File: config.mk
export PLATFORM = sky130hd
export DESIGN_NAME = dbc_port_event_ctrl_flat
export DESIGN_NICKNAME = d
export VERILOG_FILES = /design/src/rtl/dbc_port_pkg.sv /design/src/rtl/dbc_port_event_ctrl_if.sv /design/src/rtl/dbc_chg_sticky.sv /design/src/rtl/dbc_port_event_ctrl.sv /design/src/flat_wrapper.sv
export SDC_FILE = /design/constraint.sdc
export NUM_CORES = 1
export LEC_CHECK = 0
export ABC_AREA = 0
export ABC_CLOCK_PERIOD_IN_PS = 2200
export BUFFER_PORTS_ARGS = -buffer_cell sky130_fd_sc_hd__buf_2
export CORE_ASPECT_RATIO = 0.9
export CORE_MARGIN = 1.5
export CORE_UTILIZATION = 54
export CTS_CLUSTER_DIAMETER = 50
export DETAILED_ROUTE_END_ITERATION = 10
export HOLD_SLACK_MARGIN = 0.05
export PLACE_DENSITY = 0.83
export SLEW_MARGIN = 5
export SYNTH_ARGS = -nofsm -noshare
export SYNTH_HDL_FRONTEND = slang
export SYNTH_SLANG_ARGS = --single-unit
export TNS_END_PERCENT = 100
File: constraint.sdc
create_clock -name clock -period 2.2 [get_ports clock]
set_clock_uncertainty 0.2 [all_clocks]
set_input_delay 0.44 -clock clock [delete_from_list [all_inputs] [get_ports clock]]
set_output_delay 0.44 -clock clock [all_outputs]
set_load 0.02 [all_outputs]
File: src/rtl/dbc_port_pkg.sv
// Shared types and constants for the DbC port status-change event controller.
package dbc_port_pkg;

    typedef enum logic [1:0] {
        DISABLED = 2'd0,
        IDLE     = 2'd1,
        REQ      = 2'd2,
        HOLD     = 2'd3
    } port_evt_state_t;

    localparam int CHG_CSC = 0;
    localparam int CHG_PRC = 1;
    localparam int CHG_PLC = 2;
    localparam int CHG_CEC = 3;
    localparam int CHG_W   = 4;

    typedef logic [CHG_W-1:0] chg_t;

    // Gather the four change pulses into one vector in status-bit order.
    function automatic chg_t pack_sets(input logic csc, input logic prc,
                                       input logic plc, input logic cec);
        chg_t v;
        v          = '0;
        v[CHG_CSC] = csc;
        v[CHG_PRC] = prc;
        v[CHG_PLC] = plc;
        v[CHG_CEC] = cec;
        return v;
    endfunction

endpackage

File: src/rtl/dbc_port_event_ctrl_if.sv
// Event request handshake between the port event controller and the event ring arbiter.
interface dbc_port_event_ctrl_if;
    import dbc_port_pkg::*;

    // Handshake: evt_req rises with evt_mask valid and both stay frozen until an
    // edge samples evt_gnt=1; that edge completes the transfer. evt_gnt is ignored
    // whenever evt_req is low.
    logic evt_req;
    logic evt_gnt;
    chg_t evt_mask;

    modport master (output evt_req, output evt_mask, input evt_gnt);
    modport slave  (input evt_req, input evt_mask, output evt_gnt);

endinterface

File: src/rtl/dbc_chg_sticky.sv
// Sticky port change bits with write-1-to-clear and the per-bit "already reported" record.
module dbc_chg_sticky
    import dbc_port_pkg::*;
(
    input  logic clock,
    input  logic reset,
    input  logic enable,
    input  chg_t set_bits,
    input  logic w1c_valid,
    input  chg_t w1c_mask,
    input  logic rpt_load,
    input  chg_t rpt_mask,
    output chg_t sts_chg,
    output chg_t reported
);

    chg_t clr_bits;
    chg_t sts_next;
    chg_t rpt_next;

    // A set pulse beats a same-cycle clear; a reported bit never outlives its status bit,
    // so a stale grant cannot hide a later set of the same bit.
    always_comb begin
        clr_bits = w1c_valid ? w1c_mask : '0;
        sts_next = set_bits | (sts_chg & ~clr_bits);
        rpt_next = (reported | (rpt_load ? rpt_mask : '0)) & ~clr_bits & sts_next;
    end

    always_ff @(posedge clock or posedge reset) begin
        if (reset) begin
            sts_chg  <= '0;
            reported <= '0;
        end else if (!enable) begin
            sts_chg  <= '0;
            reported <= '0;
        end else begin
            sts_chg  <= sts_next;
            reported <= rpt_next;
        end
    end

endmodule

File: src/rtl/dbc_port_event_ctrl.sv
// Port Status Change event sequencer: sticky change bits, one event per new group, holdoff.
module dbc_port_event_ctrl
    import dbc_port_pkg::*;
#(
    parameter int HOLDOFF = 8,
    parameter int CNT_W   = 8
) (
    input  logic                   clock,
    input  logic                   reset,
    input  logic                   dce,
    input  logic                   csc_set,
    input  logic                   prc_set,
    input  logic                   plc_set,
    input  logic                   cec_set,
    input  logic                   w1c_valid,
    input  chg_t                   w1c_mask,
    dbc_port_event_ctrl_if.master  evt,
    output chg_t                   sts_chg,
    output logic [CNT_W-1:0]       evt_cnt,
    output port_evt_state_t        state_dbg
);

    localparam logic [7:0] HOLD_LOAD = 8'(HOLDOFF - 1);

    port_evt_state_t  state_q, state_d;
    chg_t             mask_q, mask_d;
    logic [7:0]       hold_q, hold_d;
    logic [CNT_W-1:0] cnt_q, cnt_d;
    logic             rpt_load;
    logic             sticky_en;
    chg_t             reported;
    chg_t             new_bits;

    assign sticky_en = dce && (state_q != DISABLED);
    assign new_bits  = sts_chg & ~reported;

    dbc_chg_sticky u_sticky (
        .clock     (clock),
        .reset     (reset),
        .enable    (sticky_en),
        .set_bits  (pack_sets(csc_set, prc_set, plc_set, cec_set)),
        .w1c_valid (w1c_valid),
        .w1c_mask  (w1c_mask),
        .rpt_load  (rpt_load),
        .rpt_mask  (mask_q),
        .sts_chg   (sts_chg),
        .reported  (reported)
    );

    always_ff @(posedge clock or posedge reset) begin
        if (reset) begin
            state_q <= DISABLED;
            mask_q  <= '0;
            hold_q  <= '0;
            cnt_q   <= '0;
        end else begin
            state_q <= state_d;
            mask_q  <= mask_d;
            hold_q  <= hold_d;
            cnt_q   <= cnt_d;
        end
    end

    always_comb begin
        state_d  = state_q;
        mask_d   = mask_q;
        hold_d   = hold_q;
        cnt_d    = cnt_q;
        rpt_load = 1'b0;
        if (!dce) begin
            state_d = DISABLED;
            mask_d  = '0;
            hold_d  = '0;
        end else begin
            case (state_q)
                DISABLED: state_d = IDLE;
                IDLE: begin
                    if (new_bits != '0) begin
                        state_d = REQ;
                        mask_d  = new_bits;
                    end
                end
                REQ: begin
                    // The mask stays frozen here even if software clears its bits;
                    // the event still goes out.
                    if (evt.evt_gnt) begin
                        rpt_load = 1'b1;
                        cnt_d    = cnt_q + CNT_W'(1);
                        hold_d   = HOLD_LOAD;
                        mask_d   = '0;
                        state_d  = HOLD;
                    end
                end
                HOLD: begin
                    if (hold_q == 8'd0) state_d = IDLE;
                    else                hold_d  = hold_q - 8'd1;
                end
                default: state_d = DISABLED;
            endcase
        end
    end

    assign evt.evt_req  = (state_q == REQ);
    assign evt.evt_mask = mask_q;
    assign evt_cnt      = cnt_q;
    assign state_dbg    = state_q;

endmodule

File: src/flat_wrapper.sv
// flat-port wrapper written by rule: the top's interface ports become plain ports
module dbc_port_event_ctrl_flat import dbc_port_pkg::*;
#(
    parameter int HOLDOFF = 8,
    parameter int CNT_W   = 8
)
  (clock, reset, dce, csc_set, prc_set, plc_set, cec_set, w1c_valid, w1c_mask, sts_chg, evt_cnt, state_dbg, evt_evt_req, evt_evt_mask, evt_evt_gnt);
  dbc_port_event_ctrl_if evt_i ();
  input  logic clock;
  input  logic reset;
  input  logic dce;
  input  logic csc_set;
  input  logic prc_set;
  input  logic plc_set;
  input  logic cec_set;
  input  logic w1c_valid;
  input  chg_t w1c_mask;
  output chg_t sts_chg;
  output logic [CNT_W-1:0] evt_cnt;
  output port_evt_state_t state_dbg;
  output wire logic [$bits(evt_i.evt_req)-1:0] evt_evt_req;
  output wire logic [$bits(evt_i.evt_mask)-1:0] evt_evt_mask;
  input wire logic [$bits(evt_i.evt_gnt)-1:0] evt_evt_gnt;
  assign evt_evt_req = evt_i.evt_req;
  assign evt_evt_mask = evt_i.evt_mask;
  assign evt_i.evt_gnt = evt_evt_gnt;
  dbc_port_event_ctrl #(.HOLDOFF(HOLDOFF), .CNT_W(CNT_W)) u_core (.clock(clock), .reset(reset), .dce(dce), .csc_set(csc_set), .prc_set(prc_set), .plc_set(plc_set), .cec_set(cec_set), .w1c_valid(w1c_valid), .w1c_mask(w1c_mask), .evt(evt_i), .sts_chg(sts_chg), .evt_cnt(evt_cnt), .state_dbg(state_dbg));
endmodule
## Yosys cells after proc, flatten, opt, wreduce, memory -nomap -nowiden

Cells that the tools add are included.

| cells by class | value |
|---|---|
| $lt $le $gt $ge | 0 |
| reductions and logical operators | 9 |
| $add $sub $neg | 2 |
| divide/modulo/power cells | 0 |
| bitwise operators | 8 |
| $mul | 0 |
| muxes and demuxes | 20 |
| shift operators | 0 |
| equal/unequal tests | 9 |

Operators with widths:

| operator | count |
|---|---|
| 4-bit 2-to-1 mux | 7 |
| 8-bit 2-to-1 mux | 3 |
| 4-bit bitwise AND | 4 |
| 8-bit one-hot mux with 2 select lines | 1 |
| 3-bit AND reduction | 4 |
| 3-bit by 2-bit != test with 1-bit output (second input constant) | 3 |
| 8-bit by 1-bit adder with 8-bit output (second input constant) | 1 |
| 8-bit zero test | 1 |
| 2-bit 2-to-1 mux | 4 |
| 4-bit inverter | 2 |
| 4-bit OR | 2 |
| 2-bit one-hot mux with 4 select lines | 1 |
| 4-bit one-hot mux with 2 select lines | 1 |
| 8-bit by 1-bit subtractor with 8-bit output (second input constant) | 1 |
| 3-bit by 1-bit != test with 1-bit output (second input constant) | 2 |
| 2-bit == test (second input constant) | 2 |
| 4-bit nonzero test | 1 |
| 1-bit 2-to-1 mux | 3 |
| 3-bit != test (second input constant) | 1 |
| 2-bit by 1-bit == test with 1-bit output (second input constant) | 1 |
| 2-bit zero test | 1 |
| 2-bit nonzero test | 1 |
| 1-bit logical AND | 1 |

| storage, ports and cells | value |
|---|---|
| memory bits (read-only) | 0 |
| RAM bits | 0 |
| memories kept | 0 |
| logic and storage cells | 54 |
| register bits | 30 |
| bits in latches | 0 |

## Longest topological paths before layout

Gate-level depths: netlist (run 1).

| depth | value |
|---|---|
| depth after elaboration | 8 |
| depth in mapped cells | 7 |

## Cells and area by module

A second synthesis (run 1) with hierarchy kept.

| unflattened totals | value |
|---|---|
| cell total of the unflattened synthesis | 155 |
| area total of the unflattened synthesis | 1,590.3 µm² |

By module, submodules not included:

| module | seq. area each (µm²) | cells each | area each (µm²) | times used |
|---|---|---|---|---|
| dbc_port_event_ctrl | 550.5 | 125 | 1,242.4 | 1 |
| dbc_chg_sticky | 200.2 | 30 | 347.8 | 1 |

## Least setup slack after synthesis (run 1)

OpenSTA, ideal clock, no wires.

| timing | value |
|---|---|
| path kind | reg2reg |
| start point | reg u_core.state_q[0], in the netlist u_core.state_dbg[0] |
| end point | reg u_core.hold_q[4] |
| required time | 1.877 ns |
| library setup time | 0.123 ns |
| period minus slack after synthesis | 2.275 ns |
| data arrival time | 1.953 ns |
| path slack | -0.075 ns |
| cell stages (with the launch flop) | 7 |
| cells stage by stage | dfrtp_1 inv_1 ha_1 mux2i_1 and2_1 or4_1 mux2i_1 |

| between the ends | value |
|---|---|
| cells in the longest elaborated chain, start to end | 3 |

RTL lines:

| element | RTL line | source |
|---|---|---|
| start, declared | dbc_port_event_ctrl.sv:25 | `port_evt_state_t state_q, state_d;` |
| start signal, assigned | dbc_port_event_ctrl.sv:57 | `state_q <= state_d;` |
| 2-bit == test (*) | - |  |
| net evt_evt_req | flat_wrapper.sv:21 | `output wire logic [$bits(evt_i.evt_req)-1:0] evt_evt_req;` |
| 3-bit by 1-bit != test with 1-bit output (no source line), or another cell as far along | - |  |
| 3-bit AND reduction (no source line) / 8-bit 2-to-1 mux (equally long branches) | - |  |
| end signal, assigned | dbc_port_event_ctrl.sv:59 | `hold_q <= hold_d;` |
| end, declared | dbc_port_event_ctrl.sv:27 | `logic [7:0] hold_q, hold_d;` |

Mark *: on every way through the listed nets, which the timed path passes. The rest lies on a longest branch.
A chain may end at the register's enable or synchronous reset.

## Worst setup path after layout (run 1)

| timing | value |
|---|---|
| start point | reg u_core.hold_q[0] |
| end point | reg u_core.hold_q[6] |

| between the ends | value |
|---|---|
| cells in the longest elaborated chain, start to end | 4 |

RTL lines:

| element | RTL line | source |
|---|---|---|
| 8-bit by 1-bit subtractor with 8-bit output | dbc_port_event_ctrl.sv:96 | `else hold_d = hold_q - 8'd1;` |
| 8-bit 2-to-1 mux | dbc_port_event_ctrl.sv:95 | `if (hold_q == 8'd0) state_d = IDLE;` |
| 8-bit one-hot mux with 2 select lines | dbc_port_event_ctrl.sv:75 | `case (state_q)` |
| 8-bit 2-to-1 mux | dbc_port_event_ctrl.sv:70 | `if (!dce) begin` |

Several ways; a longest one is shown, not always the timed one. The select of a mux whose other input is x is not followed.

==> run summary, run 1 <==
status: completed
Slew HR: 65.12%
Post-synth EDFFs: 0
Yosys cell types: 41
post-DP HPWL: 2542 um
starting density of the core: 57.06%
diodes inserted: 0
Multi-input gate area: 784.5 um^2
Clock Root Buffer: clkbuf_4
CP Launch Type: flop
via count: 1361
Worst-path clk slew: 0.09 ns
TritonRoute pass-1 iters: 4
# placed instances: 229
largest net degree at the start of global routing: 31
total CTS buffers: 5
Post-Syn Instances: 155
commonest non-fill, non-tap cell in the layout: buf_2
net switching power figure: 0.0007234 W
most frequent cells in the layout: 31 x buf_2, 30 x dfrtp_1, 22 x nand2_1
Min Hold Slack: 0.1139 ns
Post-synth ARST share: 100.0%
CP Capture Type: flop
pin slew with the least headroom to its limit: 0.5101 ns
gr usage total: 23.43%
CTS Sinks: 30
vias in the first global route: 1261
critical path type: reg2reg
Final Wtd Congestion: 0.8627
pre-CTS setup slack: 0.04009 ns
drc violations: 0
critical path data required time: 2.23 ns
Max clock buf depth: 2
CORE AREA: 0.002748 mm^2
Pint: 0.001212 W
Die X: 59.80 um
Reg power frac: 39.5%
peak supply drop: 0.0006305 V
Die Y: 54.12 um
worst-path maximum fanout: 5
period utilization: 95.37%
first-pass GRT wire length: 5382 um
synthesized flop and latch total: 30
fin cells: 237
Sw Ratio: 37.37%
Clock power frac: 23.2%
predominant post-synthesis flop cell: dfrtp_1
boundary pin count: 32
die area: 0.003236 mm^2
CTS tree: built
pwr/cell area: 1017 mW/mm^2
total design power: 0.001936 W
Ys Warns: 0
setup TNS: 0 ns
Hold Path Stages: 2
Via-to-Cell Ratio: 5.743
Skew-Pair Late Insertion Delay: 0.34 ns
Routed WL: 3426 um
GRT overflow: 0
Rows: 18
worst r2r path cells: 6
final worst slack: 0.1020 ns
antenna violations before repair: 0
DR iter-0 viols: 38
filler instances: 217
net count after synthesis: 174
# port buffers: 31
FF/Latch Area: 750.7 um^2
Gate power share: 37.4%
CP arrival: 2.13 ns
area delta synth->final: 21.39%
H-tree depth: 2
Slew Viols, Final: 0
MaxCap Viol Count: 0
Fmax achieved: 0.4766 GHz
post-synthesis cell area: 0.001568 mm^2
fin crit period: 2.098 ns
routed len/inst: 14.46 um
syn_area_per_cell: 10.11 um^2
Seq/Total Area, Yosys: 47.89%
Routed Antenna Nets: 0
LEAKAGE: 0.9382 nW
NumNets Final: 216
worst hold path type: in2reg
Final Hold Fails: 0
fraction of layout instances using a drive strength above 1: 26.90%
setup violators final: 0
power groups by stage:
stage | clock network (W) | logic, W | registers [W]
after floorplan | 0 | 0.000424 | 0.000834
after global placement | 0 | 0.000687 | 0.000766
after detailed placement | 0 | 0.000714 | 0.000770
after CTS | 0.000458 | 0.000721 | 0.000761
after global routing | 0.000475 | 0.000798 | 0.000779
final | 0.000448 | 0.000723 | 0.000764
logic make-up after synthesis:
logic type,Yosys count,share of synthesized area (%)
XOR/XNOR,8,4.469
adder cells (fa/ha/maj),6,4.788
multiplexers,9,5.826
flip-flops,30,47.89
AND/OR/NAND/NOR,59,19.95
AO/OA/AOI/OAI,32,14.44
buffers and inverters,11,2.634
per-stage QoR:
stage                     utilization [%]  instance area, um^2
after floorplan                         -                 1570
after global placement              65.71                 1805
after detailed placement            65.71                 1805
after CTS                           69.03                 1897
after global routing                69.26                 1903
final                               69.26                 1903
layout make-up:
| class | count | share of cell area [%] |
|---|---|---|
| well taps | 40 | 2.630 |
| clock inverters | 1 | 1.578 |
| inverters | 9 | 1.775 |
| repair buffers | 37 | 10.65 |
| clock buffers | 6 | 2.696 |
| multi-input cells | 114 | 41.22 |
| flip-flops and latches | 30 | 39.45 |
state kept, by name, summed over array words and instances, names as in the netlist:
signal	flops
u_core.evt_cnt	8
u_core.u_sticky.reported	4
u_core.hold_q	8
u_core.u_sticky.sts_chg	4
u_core.state_dbg	2
u_core.evt.evt_mask	4
cells in the mapped netlist (2+ instances only):
master      n  area, um^2
nor2_1      9       33.78
xor2_1      3       26.28
a31oi_1     2       12.51
and3_1      2       12.51
a21oi_1    11       55.05
or4_1       3       22.52
or3_1       2       12.51
nor2b_1     4       25.02
o21a_1      3       22.52
nor4_1      3       18.77
dfrtp_1    30       750.7
a41oi_1     2       17.52
nand2b_1    2       12.51
o211ai_1    2       15.01
and4_1      2       17.52
clkbuf_1    2       7.510
a2111oi_0   4       35.03
inv_1       8       30.03
nand2_1    22       82.58
xnor2_1     5       43.79
ha_1        6       75.07
mux2i_1     8       80.08
nand4_1     2       12.51
final timing paths:
kind | start | to | slack (ns)
setup / recovery | u_core.hold_q[0] | u_core.hold_q[6] | 0.10
hold / removal | w1c_mask[3] | u_core.u_sticky.reported[3] | 0.11
setup reg to reg | u_core.hold_q[0] | u_core.hold_q[6] | 0.10
hold reg to reg | u_core.evt_cnt[7] | u_core.evt_cnt[7] | 0.29
max in group asynchronous | reset | u_core.hold_q[0] | 1.01
min in group asynchronous | reset | u_core.evt_cnt[3] | 0.51
what timing repair did:
item,in CTS,in global routing
resized for setup,0,3
endpoints found under the hold margin,30,0
endpoints found under the setup margin,0,6
setup buffers,0,0
hold buffers,1,0
critical path: stages (launching register included):
cell and delay, ns:
dfrtp_1 0.43, inv_1 0.07, ha_1 0.21, or4b_1 0.47, a2111oi_2 0.39, xnor2_1 0.18, nor3_2 0.05
layer usage:
layer	global-route usage, %	wire length [um]
met1	27.38	1453
met3	6.490	231
met2	38.95	1675
met5	0	0
met4	12.96	65
No activity file was read; power rests on OpenSTA's default activity.
==> run 2, diff against run 1 <==
--- a/config.mk
+++ b/config.mk
@@ -6,15 +6,15 @@
 export NUM_CORES = 1
 export LEC_CHECK = 0
 export ABC_AREA = 0
-export ABC_CLOCK_PERIOD_IN_PS = 2200
+export ABC_CLOCK_PERIOD_IN_PS = 2600
 export BUFFER_PORTS_ARGS = -buffer_cell sky130_fd_sc_hd__buf_2
 export CORE_ASPECT_RATIO = 0.9
 export CORE_MARGIN = 1.5
-export CORE_UTILIZATION = 54
+export CORE_UTILIZATION = 55
 export CTS_CLUSTER_DIAMETER = 50
 export DETAILED_ROUTE_END_ITERATION = 10
 export HOLD_SLACK_MARGIN = 0.05
-export PLACE_DENSITY = 0.83
+export PLACE_DENSITY = 0.84
 export SLEW_MARGIN = 5
 export SYNTH_ARGS = -nofsm -noshare
 export SYNTH_HDL_FRONTEND = slang
==> constraint.sdc (replaced) <==
create_clock -name clock -period 2.6 [get_ports clock]
set_clock_uncertainty 0.2 [all_clocks]
set_input_delay 0.52 -clock clock [delete_from_list [all_inputs] [get_ports clock]]
set_output_delay 0.52 -clock clock [all_outputs]
set_load 0.02 [all_outputs]
==> run 2 against run 1 <==
  * Fmax shrank 4.2%
  * Clock power shrank 41%
  * Design area shrank 4.1%
  * Highest routed layer unchanged
  * Hold slack lost 0.053 ns
  * Via count shrank 4.7%
  * Core utilization shrank 2.3 points
  * Cell count shrank 2.5%
  * Sequential cell count is the same
  * Critical path type unchanged
==> run summary, run 2 (same netlist as run 1, synthesis figures left out) <==
Slew HR: 61.00% (-4.1 points)
MaxCap Viol Count: 0 (unchanged)
LEAKAGE: 0.9012 nW (-3.9%)
CP Launch Type: flop
NumNets Final: 211 (-2.3%)
most frequent cells in the layout: 31 x buf_2, 30 x dfrtp_1, 22 x nand2_1
Fmax achieved: 0.4565 GHz (-4.2%)
routed len/inst: 13.59 um (-6.0%)
setup TNS: 0 ns (unchanged)
Cell Area, Placed: 0.001773 mm^2 (-1.8%)
DR iter-0 viols: 40 (+5.3%)
Routed Antenna Nets: 0 (unchanged)
setup violators final: 0 (unchanged)
worst hold path type: in2async
Die Y: 53.65 um (-0.86%)
Slew Viols, Final: 0 (unchanged)
RSZ-0062 raised after global routing: false
commonest non-fill, non-tap cell in the layout: buf_2
die area: 0.003180 mm^2 (-1.7%)
Max clock buf depth: 2 (unchanged)
Rows: 18 (unchanged)
critical path type: reg2reg
Final Wtd Congestion: 0.8747 (+1.4%)
via count: 1297 (-4.7%)
critical path data required time: 2.61 ns (+0.38 ns)
pin slew with the least headroom to its limit: 0.5796 ns (+0.06952 ns)
post-DP HPWL: 2383 um (-6.3%)
CORE AREA: 0.002725 mm^2 (-0.82%)
CP arrival: 2.20 ns (+0.07 ns)
fin crit period: 2.191 ns (+0.09270 ns)
Worst-path clk slew: 0.08 ns (about the same)
H-tree depth: 2 (unchanged)
Routed WL: 3140 um (-8.3%)
drc violations: 0 (unchanged)
fraction of layout instances using a drive strength above 1: 23.04% (-3.9 points)
status: completed
boundary pin count: 32 (unchanged)
total CTS buffers: 5 (unchanged)
CTS resizes: 0 (unchanged)
Post-CTS Setup Bufs: 0 (unchanged)
Min Hold Slack: 0.06116 ns (-0.05274 ns)
area delta synth->final: 16.36%
vias in the first global route: 1159 (-8.1%)
final instance area: 0.001824 mm^2 (-4.1%)
pwr/cell area: 815.2 mW/mm^2 (-20%)
diodes inserted: 0 (unchanged)
first-pass GRT wire length: 5202 um (-3.3%)
Die X: 59.28 um (-0.87%)
gr usage total: 22.35% (-1.1 points)
worst-path maximum fanout: 7 (+2)
period utilization: 84.26% (-11 points)
pre-CTS setup slack: 0.4464 ns (+0.4063 ns)
CP Capture Type: flop
CTS Sinks: 30 (unchanged)
antenna violations before repair: 0 (unchanged)
Final Hold Fails: 0 (unchanged)
peak supply drop: 0.0005672 V (-10%)
Skew-Pair Late Insertion Delay: 0.31 ns (-0.03 ns)
starting density of the core: 57.53% (+0.47 points)
GRT overflow: 0 (unchanged)
Via-to-Cell Ratio: 5.615 (-2.2%)
final worst slack: 0.4093 ns (+0.3073 ns)
CTS tree: built
TritonRoute pass-1 iters: 4 (unchanged)
# port buffers: 31 (unchanged)
largest net degree at the start of global routing: 31 (unchanged)
CTS Hold Bufs: 0 (-1)
Clock Root Buffer: clkbuf_4
run 2: cell count changes in the layout (fill, tap and decap cells not counted), sizes merged:
| cell | delta |
|---|---|
| dlygate4sd3 | -1 |
| bufinv | -1 |
| buf | -4 |
run 2: metal layers:
layer,GRT usage (%),share of wire (%),vias up
met5,0,0,-
met4,9.091,0.80,0
met3,5.769,4.5,3
met2,36.45,46,29
met1,28.40,48,629
li1,-,-,636
run 2: cell type report:
cell class / instances / area (um^2)
fillers: 225 / 900.9
multi-input cells: 114 / 775.7
flip-flops and latches: 30 / 750.7
repair buffers: 32 / 162.7
clock buffers: 6 / 51.30
well taps: 40 / 50.05
inverters: 9 / 33.78
run 2: worst max-delay path, stage by stage, from the launching register on:
cell,delay (ns)
dfrtp_1,0.43
inv_1,0.10
ha_1,0.29
mux2i_1,0.18
and2_1,0.25
or4_1,0.51
mux2i_1,0.13
run 2: per-stage QoR:
step | std cells | util, % | total power, W
after floorplan | 155 | - | 0.001062
after global placement | 225 | 65.06 | 0.001205
after detailed placement | 225 | 65.06 | 0.001234
after CTS | 231 | 66.94 | 0.001498
after global routing | 231 | 66.94 | 0.001596
final | 231 | 66.94 | 0.001487
run 2: worst paths after layout:
| check | from | endpoint | slack, ns | cells after the start |
|---|---|---|---|---|
| worst max-delay path | u_core.state_dbg[0] | u_core.hold_q[4] | 0.41 | 6 |
| worst min-delay path | reset | u_core.evt_cnt[6] | 0.06 | 3 |
| worst max register to register | u_core.state_dbg[0] | u_core.hold_q[4] | 0.41 | 6 |
| worst min register to register | u_core.evt_cnt[6] | u_core.evt_cnt[6] | 0.30 | 1 |
| max in group asynchronous | reset | u_core.evt_cnt[1] | 1.87 | 3 |
| min in group clock | w1c_mask[2] | u_core.u_sticky.reported[2] | 0.21 | 2 |
run 2: power by group:
| group | internal (W) | switching [W] |
|---|---|---|
| clock network | 0.000122 | 0.000142 |
| logic | 0.000230 | 0.000353 |
| registers | 0.000550 | 0.0000914 |
